===== src/rtl/scrambler_seq_ctrl_pkg.sv =====
// rtl/scrambler_seq_ctrl_pkg.sv - shared types and defaults for the scrambler run sequencer
package scrambler_seq_ctrl_pkg;

   localparam int DEF_W     = 5;
   localparam int DEF_LEN_W = 4;

   typedef enum logic [1:0] {
      ST_IDLE  = 2'd0,
      ST_CLEAR = 2'd1,
      ST_RUN   = 2'd2,
      ST_CHECK = 2'd3
   } state_e;

   localparam logic [DEF_W-1:0] SIG_ZERO = '0;

endpackage


===== src/rtl/scrambler_seq_ctrl_core.sv =====
// rtl/scrambler_seq_ctrl_core.sv - input/output scrambler chains with synchronous clear and enable
module scrambler_core
   import scrambler_seq_ctrl_pkg::*;
#(
   parameter int W = DEF_W
)(
   input  logic         clk,
   input  logic         rst,
   input  logic         clr,
   input  logic         en,
   input  logic [W-1:0] x,
   output logic [W-1:0] a,
   output logic [W-1:0] b,
   output logic [W-1:0] a_nxt,
   output logic [W-1:0] b_nxt
);

   // Chain element i sits in vector bit W-1-i, so a right shift moves element i-1 into i
   // and bit 0 is the last element, whose feedback enters elements 0 and 1.
   localparam logic [W-1:0] TAPS = W'(3) << (W - 2);

   always_comb begin
      a_nxt = x ^ (a >> 1) ^ (TAPS & {W{a[0]}});
      b_nxt = ~a ^ (b >> 1) ^ (TAPS & {W{b[0]}});
   end

   always_ff @(posedge clk) begin
      if (rst || clr) begin
         a <= '0;
         b <= '0;
      end else if (en) begin
         a <= a_nxt;
         b <= b_nxt;
      end
   end

endmodule


===== src/rtl/scrambler_seq_ctrl.sv =====
// rtl/scrambler_seq_ctrl.sv - sequences a scrambler run (clear, run len cycles, compare signatures)
module scrambler_seq_ctrl
   import scrambler_seq_ctrl_pkg::*;
#(
   parameter int W     = DEF_W,
   parameter int LEN_W = DEF_LEN_W
)(
   input  logic             clk,
   input  logic             rst,
   input  logic             start,
   input  logic             abort,
   input  logic             mode_cnt,
   input  logic [W-1:0]     base,
   input  logic [LEN_W-1:0] len,
   input  logic [W-1:0]     exp_in,
   input  logic [W-1:0]     exp_out,
   output logic             busy,
   output logic             done,
   output logic             pass,
   output logic             err,
   output logic [W-1:0]     sig_in,
   output logic [W-1:0]     sig_out
);

   localparam logic [W-1:0] ZERO_W = W'(SIG_ZERO);

   state_e           state;
   logic [LEN_W-1:0] run_k;

   logic             cfg_mode;
   logic [W-1:0]     cfg_base;
   logic [LEN_W-1:0] cfg_len;
   logic [W-1:0]     cfg_exp_in;
   logic [W-1:0]     cfg_exp_out;

   logic             in_clear;
   logic             in_run;
   logic             abort_hit;
   logic             run_last;
   logic             start_ok;
   logic             start_bad;

   logic             core_clr;
   logic             core_en;
   logic [W-1:0]     core_x;
   logic [W-1:0]     chain_a;
   logic [W-1:0]     chain_b;
   logic [W-1:0]     chain_a_nxt;
   logic [W-1:0]     chain_b_nxt;

   assign busy = (state != ST_IDLE);

   always_comb begin
      in_clear  = (state == ST_CLEAR);
      in_run    = (state == ST_RUN);
      abort_hit = abort && (in_clear || in_run);
      run_last  = in_run && (run_k == (cfg_len - LEN_W'(1)));
      start_ok  = (state == ST_IDLE) && start && (len != '0);
      start_bad = (state == ST_IDLE) && start && (len == '0);
      core_clr  = in_clear;
      // An aborted RUN cycle must not advance the chains so the captured signature matches them.
      core_en   = in_run && !abort;
      core_x    = ZERO_W;
      if (in_run) begin
         core_x = cfg_mode ? (cfg_base + W'(run_k)) : cfg_base;
      end
   end

   scrambler_core #(
      .W (W)
   ) u_core (
      .clk   (clk),
      .rst   (rst),
      .clr   (core_clr),
      .en    (core_en),
      .x     (core_x),
      .a     (chain_a),
      .b     (chain_b),
      .a_nxt (chain_a_nxt),
      .b_nxt (chain_b_nxt)
   );

   always_ff @(posedge clk) begin
      if (rst) begin
         state       <= ST_IDLE;
         run_k       <= '0;
         cfg_mode    <= 1'b0;
         cfg_base    <= '0;
         cfg_len     <= '0;
         cfg_exp_in  <= '0;
         cfg_exp_out <= '0;
         done        <= 1'b0;
         pass        <= 1'b0;
         err         <= 1'b0;
         sig_in      <= ZERO_W;
         sig_out     <= ZERO_W;
      end else begin
         done <= 1'b0;
         if (abort_hit) begin
            state   <= ST_IDLE;
            done    <= 1'b1;
            err     <= 1'b1;
            pass    <= 1'b0;
            sig_in  <= chain_a;
            sig_out <= chain_b;
         end else begin
            case (state)
               ST_IDLE: begin
                  if (start_bad) begin
                     done <= 1'b1;
                     err  <= 1'b1;
                     pass <= 1'b0;
                  end else if (start_ok) begin
                     cfg_mode    <= mode_cnt;
                     cfg_base    <= base;
                     cfg_len     <= len;
                     cfg_exp_in  <= exp_in;
                     cfg_exp_out <= exp_out;
                     pass        <= 1'b0;
                     err         <= 1'b0;
                     state       <= ST_CLEAR;
                  end
               end
               ST_CLEAR: begin
                  run_k <= '0;
                  state <= ST_RUN;
               end
               ST_RUN: begin
                  // Results are taken from the post-update chains so done lines up with CHECK.
                  if (run_last) begin
                     state   <= ST_CHECK;
                     done    <= 1'b1;
                     err     <= 1'b0;
                     pass    <= (chain_a_nxt == cfg_exp_in) && (chain_b_nxt == cfg_exp_out);
                     sig_in  <= chain_a_nxt;
                     sig_out <= chain_b_nxt;
                  end else begin
                     run_k <= run_k + LEN_W'(1);
                  end
               end
               ST_CHECK: begin
                  state <= ST_IDLE;
               end
               default: begin
                  state <= ST_IDLE;
               end
            endcase
         end
      end
   end

endmodule


===== config.mk =====
export PLATFORM = sky130hd
export DESIGN_NAME = scrambler_seq_ctrl
export DESIGN_NICKNAME = d
export VERILOG_FILES = /design/src/rtl/scrambler_seq_ctrl_pkg.sv /design/src/rtl/scrambler_seq_ctrl_core.sv /design/src/rtl/scrambler_seq_ctrl.sv
export SDC_FILE = /design/constraint.sdc
export NUM_CORES = 1
export LEC_CHECK = 0
export ABC_AREA = 0
export CORE_ASPECT_RATIO = 1.25
export CORE_UTILIZATION = 54
export CTS_CLUSTER_DIAMETER = 80
export DETAILED_ROUTE_END_ITERATION = 16
export HOLD_SLACK_MARGIN = 0.15
export PLACE_DENSITY = 0.86
export SLEW_MARGIN = 20
export SYNTH_ARGS = -nofsm -noshare
export SYNTH_HDL_FRONTEND = slang
export SYNTH_SLANG_ARGS = --single-unit

===== constraint.sdc =====
create_clock -name clk -period 2.8 [get_ports clk]
set_clock_uncertainty 0.1 [all_clocks]
set_input_delay 0.7 -clock clk [delete_from_list [all_inputs] [get_ports clk]]
set_output_delay 0.7 -clock clk [all_outputs]
set_load 0.1 [all_outputs]

==> out/metrics.sh <==
OUTCOME='complete, no violations'
FINAL_COMMON_CELL='sky130_fd_sc_hd__nand2_1'
FILLERS=416
WORST_R2R_PATH_DEPTH=8
PLACEDINSTANCEAREA_MM2=0.00305
LAYOUT_CELLS_SIZED_ABOVE_1_PCT=12.0
ANTENNA_FOUND_INITIAL=0
DRT.ANTENNA.VIOLATING_NETS=0
WORST_SLEW_MARGIN_REL_PCT=51.7
YS.WARNINGS.COUNT=0
TOP_FLIP_FLOP_CELL_BY_INSTANCE_COUNT_AFTER_SYNTHESIS='sky130_fd_sc_hd__dfxtp_1'
FINAL_HOLD_VIOL_COUNT=0
SYNTH-EDFF-COUNT=0
DETAILEDROUTE.FIRSTPASSITERATIONCOUNT=4
MIN_TO='cfg_exp_out[4]'
MAX-CAP-VIOLATIONS=0
ASYNC_RESET_FF_SHARE_PCT=0
POWER.DENSITY_CELL_AREA_mW_PER_MM2=806
NETS=383
GRT_UTIL_ALL_LAYERS_PCT=24.5
DETAIL_ROUTE.DRC_VIOLATIONS=0
TIMING.HOLD.WORST.CLASS='reg2reg'
LIBRARY_CELLS_USED_BY_SYNTHESIS=48
INSERTION_DELAY_NS=0.30
CRIT_TYPE='reg2reg'
CLOCK_SINKS=49
CLOCK_PATH_BUFFERS=2
WORST_PIN_SLEW_NS=0.724
AREA_GROWTH_PCT=18.0
POST_DRT_VIA_CELL_RATIO=5.55
R2R-END='pass'
CRIT_PATH_END_KIND='register'
CTS.REPORTEDPATHS.CLKPINSLEW_NS=0.09
R2R_START='run_k[1]'
CLOCK_TREE_FROM_TRITONCTS='yes'
IRDROPWORSTVDD_uV=389
DIE_X_UM=65.0
LARGEST_NET_DEGREE_AT_THE_START_OF_GLOBAL_ROUTING=41
CRIT_PATH_DAT_NS=2.76
TOTALNEGATIVESETUPSLACK_NS=0
IO_BUFFERS=37
FINAL.MIN_CLOCK_PERIOD_NS=2.65
SYN_AREA_PER_CELL_UM2=8.49
SYNTH-SEQ-AREA-SHARE_PCT=36.6
SYN_AREA_MM2=0.00268
DRT-WIRELENGTH-PER-CELL_UM=14.3
INITIAL_CORE_UTIL_PCT=56.3
SLEW_VIOLATIONS=0
FINAL_DESIGN_AREA_NO_FILL_MM2=0.00317
ROUTED_WL_MM=5.87
DESIGN.CORE.AREA_MM2=0.00476
INSERTEDDIODECOUNT=0
POSTSYNTHCELLCOUNT=316
PLACE.GP.CONGESTION=0.867
DR_TOTAL_VIAS=2276
WORST_PATH_MAXIMUM_FANOUT=5
CP.REQUIRED_NS=2.92
SYNTH-SEQ-CELLS=49
SETUP_VIOL=0
DIE_AREA_MM2=0.00526
FLOORPLAN.DIE.HEIGHT_UM=80.8
HOLD_DEPTH=2
HTREE_LEVELS=2
IO_PINS=38
HOLD_START='cfg_exp_out[4]'
CTS_ROOT_BUFFER='sky130_fd_sc_hd__clkbuf_8'
GRT_FIRST_PASS_WIRELENGTH_MM=10.0
GRT_PASS1_VIAS=2167
SETUP.WORST_PATH.START_CLASS='register'
LAYOUT_COMMON_CELLS='49 x sky130_fd_sc_hd__nand2_1, 48 x sky130_fd_sc_hd__dfxtp_1, 34 x sky130_fd_sc_hd__a21oi_1'
FINALCRITPERIODSHARE_PCT=94.5
MAX_FREQ_GHz=0.378
DRT_ITER0_DRC=91
SYNTH_NETS=350
R2R_SETUP_SLACK_NS=0.15
FLOORPLAN.ROWS=28
DP.FINAL_HPWL_MM=4.44
TOTAL_LEAKAGE_POWER_nW=1.21
RSZ_0062_RAISED_AFTER_GLOBAL_ROUTING='false'
GLOBALROUTEOVERFLOWTOTAL=0
NUMBER_OF_BUFFERS_ADDED_BY_THE_CLOCK_TREE_SYNTHESIS_STEP=5
sequential cells by signal, indices dropped and copies added, names as in the netlist:
name	flops
err	1
pass	1
cfg_mode	1
run_k	4
sig_in	5
sig_out	5
done	1
u_core.a	5
cfg_exp_out	5
u_core.b	5
cfg_base	5
state	2
cfg_len	4
cfg_exp_in	5
synthesized netlist by cell type (all sizes together) (5+ instances only):
cell	n	share of area [%]
nand3	5	0.93
xnor2	21	6.9
xor2	12	3.9
nand2	49	6.9
nor2	23	3.2
a211oi	8	2.2
ha	9	4.2
inv	13	1.8
o21ai	5	1.1
dfxtp	49	37
o22ai	6	1.4
a21oi	34	6.3
mux2i	18	6.7
buf	7	1.5
clkbuf	11	1.7
nand2b	10	2.3
how the worst max path moves through the flow:
stage / depth (start not counted) / slack [ns] / endpoint / startpoint
after floorplan: 9 / 0.34 / pass / run_k[0]
after global placement: 6 / 0.24 / pass / abort
after detailed placement: 9 / 0.17 / pass / run_k[0]
after CTS: 9 / 0.09 / pass / run_k[0]
final: 8 / 0.15 / pass / run_k[1]
after global routing: 9 / 0.04 / pass / cfg_base[0]
power by group:
group / leakage (nW) / internal (W) / switching, W
registers: 0.399 / 0.000812 / 0.000110
clock network: 0.0549 / 0.000228 / 0.000236
logic: 0.759 / 0.000383 / 0.000780
area by class of cell:
| class | count | area, um^2 | area share, % |
|---|---|---|---|
| clock buffers | 7 | 96.3 | 3.04 |
| repair buffers | 44 | 388 | 12.3 |
| multi-input cells | 236 | 1570 | 49.5 |
| well taps | 60 | 75.1 | 2.37 |
| inverters | 13 | 48.8 | 1.54 |
| clock inverters | 1 | 8.76 | 0.277 |
| flip-flops and latches | 49 | 982 | 31.0 |
per-layer routing:
layer / vias to the layer above / track usage [%] / part of all wire [%]
li1: 1146 / - / -
met1: 1051 / 29.1 / 42
met2: 63 / 44.1 / 52
met3: 16 / 3.65 / 3.4
met4: 0 / 9.57 / 2.3
met5: - / 0 / 0
cell families after synthesis:
| family | Yosys count | share of synthesized area (%) |
|---|---|---|
| AO/OA/AOI/OAI | 69 | 16.6 |
| multiplexers | 20 | 7.56 |
| AND/OR/NAND/NOR | 104 | 18.6 |
| adder cells (fa/ha/maj) | 10 | 4.94 |
| buffers and inverters | 31 | 5.04 |
| flip-flops | 49 | 36.6 |
| XOR/XNOR | 33 | 10.8 |
worst max-delay path, stage by stage (launching register included):
cell,delay [ns]
sky130_fd_sc_hd__dfxtp_1,0.46
sky130_fd_sc_hd__inv_1,0.12
sky130_fd_sc_hd__fa_1,0.46
sky130_fd_sc_hd__nand2b_1,0.16
sky130_fd_sc_hd__a21oi_1,0.25
sky130_fd_sc_hd__mux2i_1,0.32
sky130_fd_sc_hd__xnor2_1,0.10
sky130_fd_sc_hd__or3_1,0.34
sky130_fd_sc_hd__o31ai_2,0.26
metrics by stage:
| step | hold WS (ns) | util [%] | power, W | setup WS [ns] | std cells |
|---|---|---|---|---|---|
| 6_report | 0.375 | 66.4 | 0.00255 | 0.155 | 410 |
| 5_1_grt | 0.389 | 66.4 | 0.00270 | 0.0440 | 410 |
| 4_1_cts | 0.375 | 66.3 | 0.00256 | 0.0912 | 409 |
| 3_5_place_dp | 0.362 | 64.0 | 0.00210 | 0.172 | 401 |
| 3_3_place_gp | 0.356 | 64.0 | 0.00206 | 0.244 | 401 |
| 2_1_floorplan | 0.348 | - | 0.00183 | 0.337 | 316 |
repair_timing:
action / in CTS / in global routing
setup buffers: 0 / 1
setup endpoints to repair: 0 / 1
resized for setup: 0 / 1
hold buffers: 0 / 0
Note: power is estimated with default switching activity, not from simulation.
